--- src/rtl/uart_tx_fifo.sv ---
// uart_tx_fifo: UART transmitter fed by a small synchronous FIFO.
//
// Words enter through a valid/ready handshake and are sent LSB first with a
// configurable frame: start bit, DATA_BITS data bits, optional parity bit and
// STOP_BITS stop bits. Frames go out back-to-back while the FIFO holds data.
// Every bit lasts exactly DIV = CLOCK_FREQ / BAUD_RATE clock cycles.
//
// Parameter assumptions (not checked in hardware):
//   DIV >= 2, DATA_BITS in 5..9, PARITY in {0,1,2}, STOP_BITS in {1,2},
//   FIFO_DEPTH a power of two and >= 2.

module uart_tx_fifo #(
    parameter int CLOCK_FREQ = 50000000,
    parameter int BAUD_RATE  = 9600,
    parameter int DATA_BITS  = 8,
    parameter int PARITY     = 0,   // 0 = none, 1 = odd, 2 = even
    parameter int STOP_BITS  = 1,
    parameter int FIFO_DEPTH = 4
) (
    input  logic                          clk,
    input  logic                          reset_n,
    input  logic [DATA_BITS-1:0]          s_data,
    input  logic                          s_valid,
    output logic                          s_ready,
    output logic                          tx,
    output logic                          busy,
    output logic                          tx_done,
    output logic [$clog2(FIFO_DEPTH):0]   fifo_level
);

    // ------------------------------------------------------------------
    // Derived constants
    // ------------------------------------------------------------------
    localparam int DIV   = CLOCK_FREQ / BAUD_RATE;
    localparam int CNT_W = $clog2(DIV);
    localparam int PTR_W = $clog2(FIFO_DEPTH);
    localparam int LVL_W = PTR_W + 1;
    // Wide enough to index up to 9 data bits or 2 stop bits.
    localparam int IDX_W = 4;

    localparam logic [CNT_W-1:0] CNT_LAST  = CNT_W'(DIV - 1);
    localparam logic [IDX_W-1:0] DATA_LAST = IDX_W'(DATA_BITS - 1);
    localparam logic [IDX_W-1:0] STOP_LAST = IDX_W'(STOP_BITS - 1);
    localparam logic [LVL_W-1:0] LVL_FULL  = LVL_W'(FIFO_DEPTH);

    typedef enum logic [2:0] {
        ST_IDLE,
        ST_START,
        ST_DATA,
        ST_PARITY,
        ST_STOP
    } state_t;

    // ------------------------------------------------------------------
    // FIFO storage and bookkeeping
    // ------------------------------------------------------------------
    logic [DATA_BITS-1:0] mem_q [FIFO_DEPTH];
    logic [PTR_W-1:0]     wr_ptr_q, wr_ptr_d;
    logic [PTR_W-1:0]     rd_ptr_q, rd_ptr_d;
    logic [LVL_W-1:0]     level_q,  level_d;

    logic                 push;
    logic                 pop;
    logic                 fifo_empty;
    logic [DATA_BITS-1:0] rd_data;

    // ------------------------------------------------------------------
    // Transmit FSM and datapath registers
    // ------------------------------------------------------------------
    state_t               state_q,   state_d;
    logic [CNT_W-1:0]     bit_cnt_q, bit_cnt_d;
    logic [IDX_W-1:0]     bit_idx_q, bit_idx_d;
    logic [DATA_BITS-1:0] shift_q,   shift_d;
    logic                 parity_q,  parity_d;
    logic                 tx_q,      tx_d;
    logic                 done_q,    done_d;

    logic                 bit_end;

    // ------------------------------------------------------------------
    // Handshake and FIFO status. Ready depends on the stored level only,
    // so a full FIFO never accepts a word even on a popping cycle.
    // ------------------------------------------------------------------
    assign s_ready    = (level_q != LVL_FULL);
    assign push       = s_valid && s_ready;
    assign fifo_empty = (level_q == '0);
    assign rd_data    = mem_q[rd_ptr_q];

    // Pointer and level next-state; pointers wrap naturally at FIFO_DEPTH.
    always_comb begin
        wr_ptr_d = wr_ptr_q;
        rd_ptr_d = rd_ptr_q;
        level_d  = level_q;

        if (push) begin
            wr_ptr_d = wr_ptr_q + PTR_W'(1);
        end
        if (pop) begin
            rd_ptr_d = rd_ptr_q + PTR_W'(1);
        end

        unique case ({push, pop})
            2'b10:   level_d = level_q + LVL_W'(1);
            2'b01:   level_d = level_q - LVL_W'(1);
            default: level_d = level_q;
        endcase
    end

    // FIFO storage write; contents need no reset because the level gates reads.
    // NOTE: storage arrays are left out of reset: flushing is done by clearing
    // the pointers and level, and un-reset memory maps onto plain RAM/flops.
    always_ff @(posedge clk) begin
        if (push) begin
            mem_q[wr_ptr_q] <= s_data;
        end
    end

    // FIFO pointer and level registers.
    // NOTE: sequential state is updated with non-blocking assignments so that
    // every register samples the pre-edge value of every other register.
    always_ff @(posedge clk or negedge reset_n) begin
        if (!reset_n) begin
            wr_ptr_q <= '0;
            rd_ptr_q <= '0;
            level_q  <= '0;
        end else begin
            wr_ptr_q <= wr_ptr_d;
            rd_ptr_q <= rd_ptr_d;
            level_q  <= level_d;
        end
    end

    // ------------------------------------------------------------------
    // Transmit FSM
    // ------------------------------------------------------------------
    assign bit_end = (bit_cnt_q == CNT_LAST);

    // Next-state, counters, shift register, parity and line level.
    // NOTE: every signal assigned here gets a default first; a path that
    // leaves one unassigned would infer a latch.
    always_comb begin
        state_d   = state_q;
        bit_idx_d = bit_idx_q;
        shift_d   = shift_q;
        parity_d  = parity_q;
        done_d    = 1'b0;
        pop       = 1'b0;
        tx_d      = 1'b1;

        // Cycle counter runs only inside a frame and wraps at the bit boundary,
        // which is also the only point where a state change can happen, so it
        // is cleared on every state entry.
        bit_cnt_d = '0;
        if (state_q != ST_IDLE && !bit_end) begin
            bit_cnt_d = bit_cnt_q + CNT_W'(1);
        end

        unique case (state_q)
            ST_IDLE: begin
                if (!fifo_empty) begin
                    pop     = 1'b1;
                    state_d = ST_START;
                end
            end

            ST_START: begin
                if (bit_end) begin
                    state_d   = ST_DATA;
                    bit_idx_d = '0;
                end
            end

            ST_DATA: begin
                if (bit_end) begin
                    if (bit_idx_q == DATA_LAST) begin
                        bit_idx_d = '0;
                        state_d   = (PARITY != 0) ? ST_PARITY : ST_STOP;
                    end else begin
                        bit_idx_d = bit_idx_q + IDX_W'(1);
                        shift_d   = shift_q >> 1;
                    end
                end
            end

            ST_PARITY: begin
                if (bit_end) begin
                    state_d   = ST_STOP;
                    bit_idx_d = '0;
                end
            end

            ST_STOP: begin
                if (bit_end) begin
                    if (bit_idx_q == STOP_LAST) begin
                        // Last stop bit done: chain straight into the next
                        // frame when data is waiting, else go idle.
                        done_d    = 1'b1;
                        bit_idx_d = '0;
                        if (!fifo_empty) begin
                            pop     = 1'b1;
                            state_d = ST_START;
                        end else begin
                            state_d = ST_IDLE;
                        end
                    end else begin
                        bit_idx_d = bit_idx_q + IDX_W'(1);
                    end
                end
            end

            default: begin
                state_d = ST_IDLE;
            end
        endcase

        // Load the next word and its parity bit together with the pop.
        if (pop) begin
            shift_d  = rd_data;
            parity_d = (PARITY == 1) ? ~^rd_data : ^rd_data;
        end

        // The line level is registered, so derive it from the next state.
        unique case (state_d)
            ST_START:  tx_d = 1'b0;
            ST_DATA:   tx_d = shift_d[0];
            ST_PARITY: tx_d = parity_d;
            default:   tx_d = 1'b1;
        endcase
    end

    // FSM and datapath registers; reset abandons any frame and idles the line.
    always_ff @(posedge clk or negedge reset_n) begin
        if (!reset_n) begin
            state_q   <= ST_IDLE;
            bit_cnt_q <= '0;
            bit_idx_q <= '0;
            shift_q   <= '0;
            parity_q  <= 1'b0;
            tx_q      <= 1'b1;
            done_q    <= 1'b0;
        end else begin
            state_q   <= state_d;
            bit_cnt_q <= bit_cnt_d;
            bit_idx_q <= bit_idx_d;
            shift_q   <= shift_d;
            parity_q  <= parity_d;
            tx_q      <= tx_d;
            done_q    <= done_d;
        end
    end

    // ------------------------------------------------------------------
    // Outputs
    // ------------------------------------------------------------------
    assign tx         = tx_q;
    assign busy       = (state_q != ST_IDLE);
    assign tx_done    = done_q;
    assign fifo_level = level_q;

endmodule

--- config.mk ---
export PLATFORM = sky130hd
export DESIGN_NAME = uart_tx_fifo
export DESIGN_NICKNAME = d
export VERILOG_FILES = /design/src/rtl/uart_tx_fifo.sv
export SDC_FILE = /design/constraint.sdc
export NUM_CORES = 1
export LEC_CHECK = 0
export BUFFER_PORTS_ARGS = -buffer_cell sky130_fd_sc_hd__buf_2
export CORE_ASPECT_RATIO = 2
export CORE_MARGIN = 1.5
export CORE_UTILIZATION = 40
export DETAILED_ROUTE_END_ITERATION = 6
export GPL_TIMING_DRIVEN = 0
export HOLD_SLACK_MARGIN = 0.15
export SYNTH_ARGS = -nofsm -noshare
export SYNTH_HDL_FRONTEND = slang
export SYNTH_SLANG_ARGS = --single-unit
--- constraint.sdc ---
create_clock -name clk -period 8.6 [get_ports clk]
set_input_delay 2.58 -clock clk [delete_from_list [all_inputs] [get_ports clk]]
set_output_delay 2.58 -clock clk [all_outputs]
set_load 0.02 [all_outputs]
==> flow_metrics.py <==
metrics = {
    "clocking": {
        "postCtsSetupBuffers": 0,
        "numCtsBuffers": 9,
        "cts.clk_slew.worst_paths_ns": 0.05,
        "cts_tree": "done",
        "cts_num_sinks": 70,
        "post_cts_resized": 0,
        "root_buffer": "clkbuf_16",
        "cts_hold_buf": 0,
        "htreeDepth": 3,
        "clk_path_buf_depth": 2,
        "clkLatencyLatePin_ns": 0.33,
    },
    "status": {
        "outcome": "finished clean",
    },
    "power": {
        "leakage_uw": 0.001542,
        "p_total_uw": 879.3,
        "irDropWorstVdd_mv": 0.1848,
        "powerDensity_nw_per_um2": 236.9,
    },
    "place": {
        "placed_area_sq_um": 3435,
        "dp.final_hpwl_um": 4359,
        "gp_congestion": 0.7949,
        "port-buffer-count": 17,
    },
    "logic_synthesis": {
        "syn_area_per_cell_sq_um": 12.87,
        "synth.largest_area_cell": "edfxtp_1",
        "syn_area_sq_um": 3229,
        "synth.area.top_cells": "edfxtp_1, dfrtp_1, mux4_2",
        "syn-num-nets": 271,
        "synth_edf_count": 32,
        "async_flop_share": 0.5429,
        "synthCells": 251,
        "ys_ff_latch": 70,
        "synth.distinct_cells": 46,
        "ys_seq_area_frac": 0.5924,
        "ys.warnings.count": 0,
        "ys.flop_type": "dfrtp_1",
        "synthDominantCellAreaShare": 0.2976,
    },
    "timing": {
        "setup_tns_ns": 0,
        "finalHoldViolCount": 0,
        "fin_skew_ns": 0.008353,
        "fin_crit_ns": 4.143,
        "post-route-period-util": 0.4817,
        "drv_slew": 0,
        "slew_headroom": 0.4285,
        "worst_pin_slew_ns": 0.8572,
        "hold_slack_ns": 0.4755,
        "timing.fmax_mhz": 241.4,
        "finalSetupViolations": 0,
        "rsz0062_at_grt": "no",
    },
    "finish": {
        "final_common_cell": "dfrtp_1",
        "layout_common_cells": "dfrtp_1, edfxtp_1, nor2_1, nand2_1, buf_2",
        "fillers": 691,
        "layout-drive-gt1-share": 0.1761,
        "syn2layout_area_growth_pct": 14.96,
        "multi_input_area_sq_um": 1207,
        "seq_area_sq_um": 1913,
        "diodes": 0,
        "fin_area_sq_um": 3712,
        "fin_nets": 299,
    },
    "setup_path": {
        "crit_start": "state_q[0]",
        "r2r_end": "fifo_level[2]",
        "worst_setup_path_end_kind": "output port",
        "cp-start-kind": "flip-flop",
        "endpoint": "busy",
        "cp.required_ns": 6.02,
        "critPathKind": "flip-flop to output port",
        "r2r_setup_slack_ns": 5.27,
        "worst-r2r-cell-count": 13,
        "rr_startpoint": "bit_idx_q[0]",
        "arrival_ns": 1.56,
        "crit_fanout": 7,
    },
    "routing": {
        "vias": 1988,
        "drtIter0Drc": 68,
        "ant_nets": 0,
        "dr.pass1.iters": 4,
        "routed_wl_um": 5935,
        "wire_per_inst_um": 15.62,
        "vias_per_cell": 5.232,
        "drcViolationCount": 0,
    },
    "floorplan": {
        "die_x_um": 66.54,
        "die_h_um": 130.1,
        "coreArea_sq_um": 7885,
        "fp-row-count": 46,
        "die-area_sq_um": 8654,
        "num_io_pins": 18,
        "start_util": 0.4096,
    },
    "global_route": {
        "grt_max_degree": 39,
        "first_global_vias": 2151,
        "grt_overflow": 0,
        "grt_first_pass_wirelength_um": 10090,
        "grt_antenna_before_repair": 0,
        "grt_usage": 0.1629,
    },
    "worst_hold_path": {
        "hp-start": "shift_q[5]",
        "hold_path_class": "flip-flop to flip-flop",
    },
    "flow_run": {
        "maxCapViolCount": 0,
    },
}
## where the power goes
group / internal, uW / total (uW) / switching, uW
clock network: 203 / 337 / 134
registers: 397 / 415 / 18.3
logic: 50.5 / 128 / 77.1
total: 650 / 879 / 229
## critical path, stage by stage, from the launching register on
cell	delay, ns
dfrtp_1	0.44
nor2_1	0.38
nand2_1	0.20
buf_2	0.20
## flip-flops by register name, summed over array words and instances (netlist names)
name and flops:
mem_q 32, bit_cnt_q 13, shift_q 8, bit_idx_q 4
fifo_level 3, state_q 3, rd_ptr_q 2, wr_ptr_q 2
parity_q 1, tx 1, tx_done 1
## synth_stat cells (2+ instances only)
cell type / number
a21o_1: 2
a21oi_1: 4
a22o_1: 3
and3_1: 12
and4_1: 2
clkbuf_1: 4
dfrtp_1: 37
edfxtp_1: 32
ha_1: 8
inv_1: 16
mux2i_1: 5
mux4_2: 8
nand2_1: 18
nand2b_1: 3
nand3_1: 9
nor2_1: 21
nor3_1: 2
o21ai_0: 13
o31ai_1: 2
or3b_2: 2
xnor2_1: 14
xor2_1: 10
## routing by layer
layer,part of all wire,vias up,global-route usage
met1,0.34,984,0.1522
li1,-,965,-
met4,0.027,0,0.08643
met5,0,-,0
met2,0.60,27,0.3024
met3,0.028,12,0.05172
## layout make-up
cell class | instances | area share
multi-input combinational | 158 | 0.3252
clock buffer | 11 | 0.06539
tap | 96 | 0.03236
timing repair buffer | 17 | 0.02292
sequential | 70 | 0.5153
inverter | 16 | 0.01618
clock inverter | 5 | 0.009437
buffer | 7 | 0.01314
## worst min-delay path by stage
stage / endpoint / slack, ns / depth (start not counted)
5_1_grt: shift_q[5] / 0.51 / 1
6_report: shift_q[5] / 0.48 / 1
3_3_place_gp: shift_q[5] / 0.47 / 1
3_5_place_dp: shift_q[5] / 0.46 / 1
2_1_floorplan: shift_q[3] / 0.45 / 1
4_1_cts: shift_q[5] / 0.48 / 1
## metrics by stage
step | utilization | setup slack (ns) | cells
6_report | 0.4708 | 4.457 | 380
2_1_floorplan | - | 4.769 | 251
5_1_grt | 0.4708 | 4.307 | 380
4_1_cts | 0.4708 | 4.417 | 380
3_3_place_gp | 0.4356 | 4.574 | 364
3_5_place_dp | 0.4356 | 4.539 | 364
## kinds of logic (layout without fill, tap and decap cells)
group / Yosys count / count (layout) / share of synthesized area
AND/OR/NAND/NOR: 81 / 81 / 0.1360
flip-flops: 70 / 70 / 0.5924
buffers and inverters: 23 / 56 / 0.03371
XOR/XNOR: 24 / 24 / 0.06509
multiplexers: 13 / 13 / 0.07129
adder cells (fa/ha/maj): 9 / 9 / 0.03720
AO/OA/AOI/OAI: 31 / 31 / 0.06432
(Power assumes the default switching activity.)
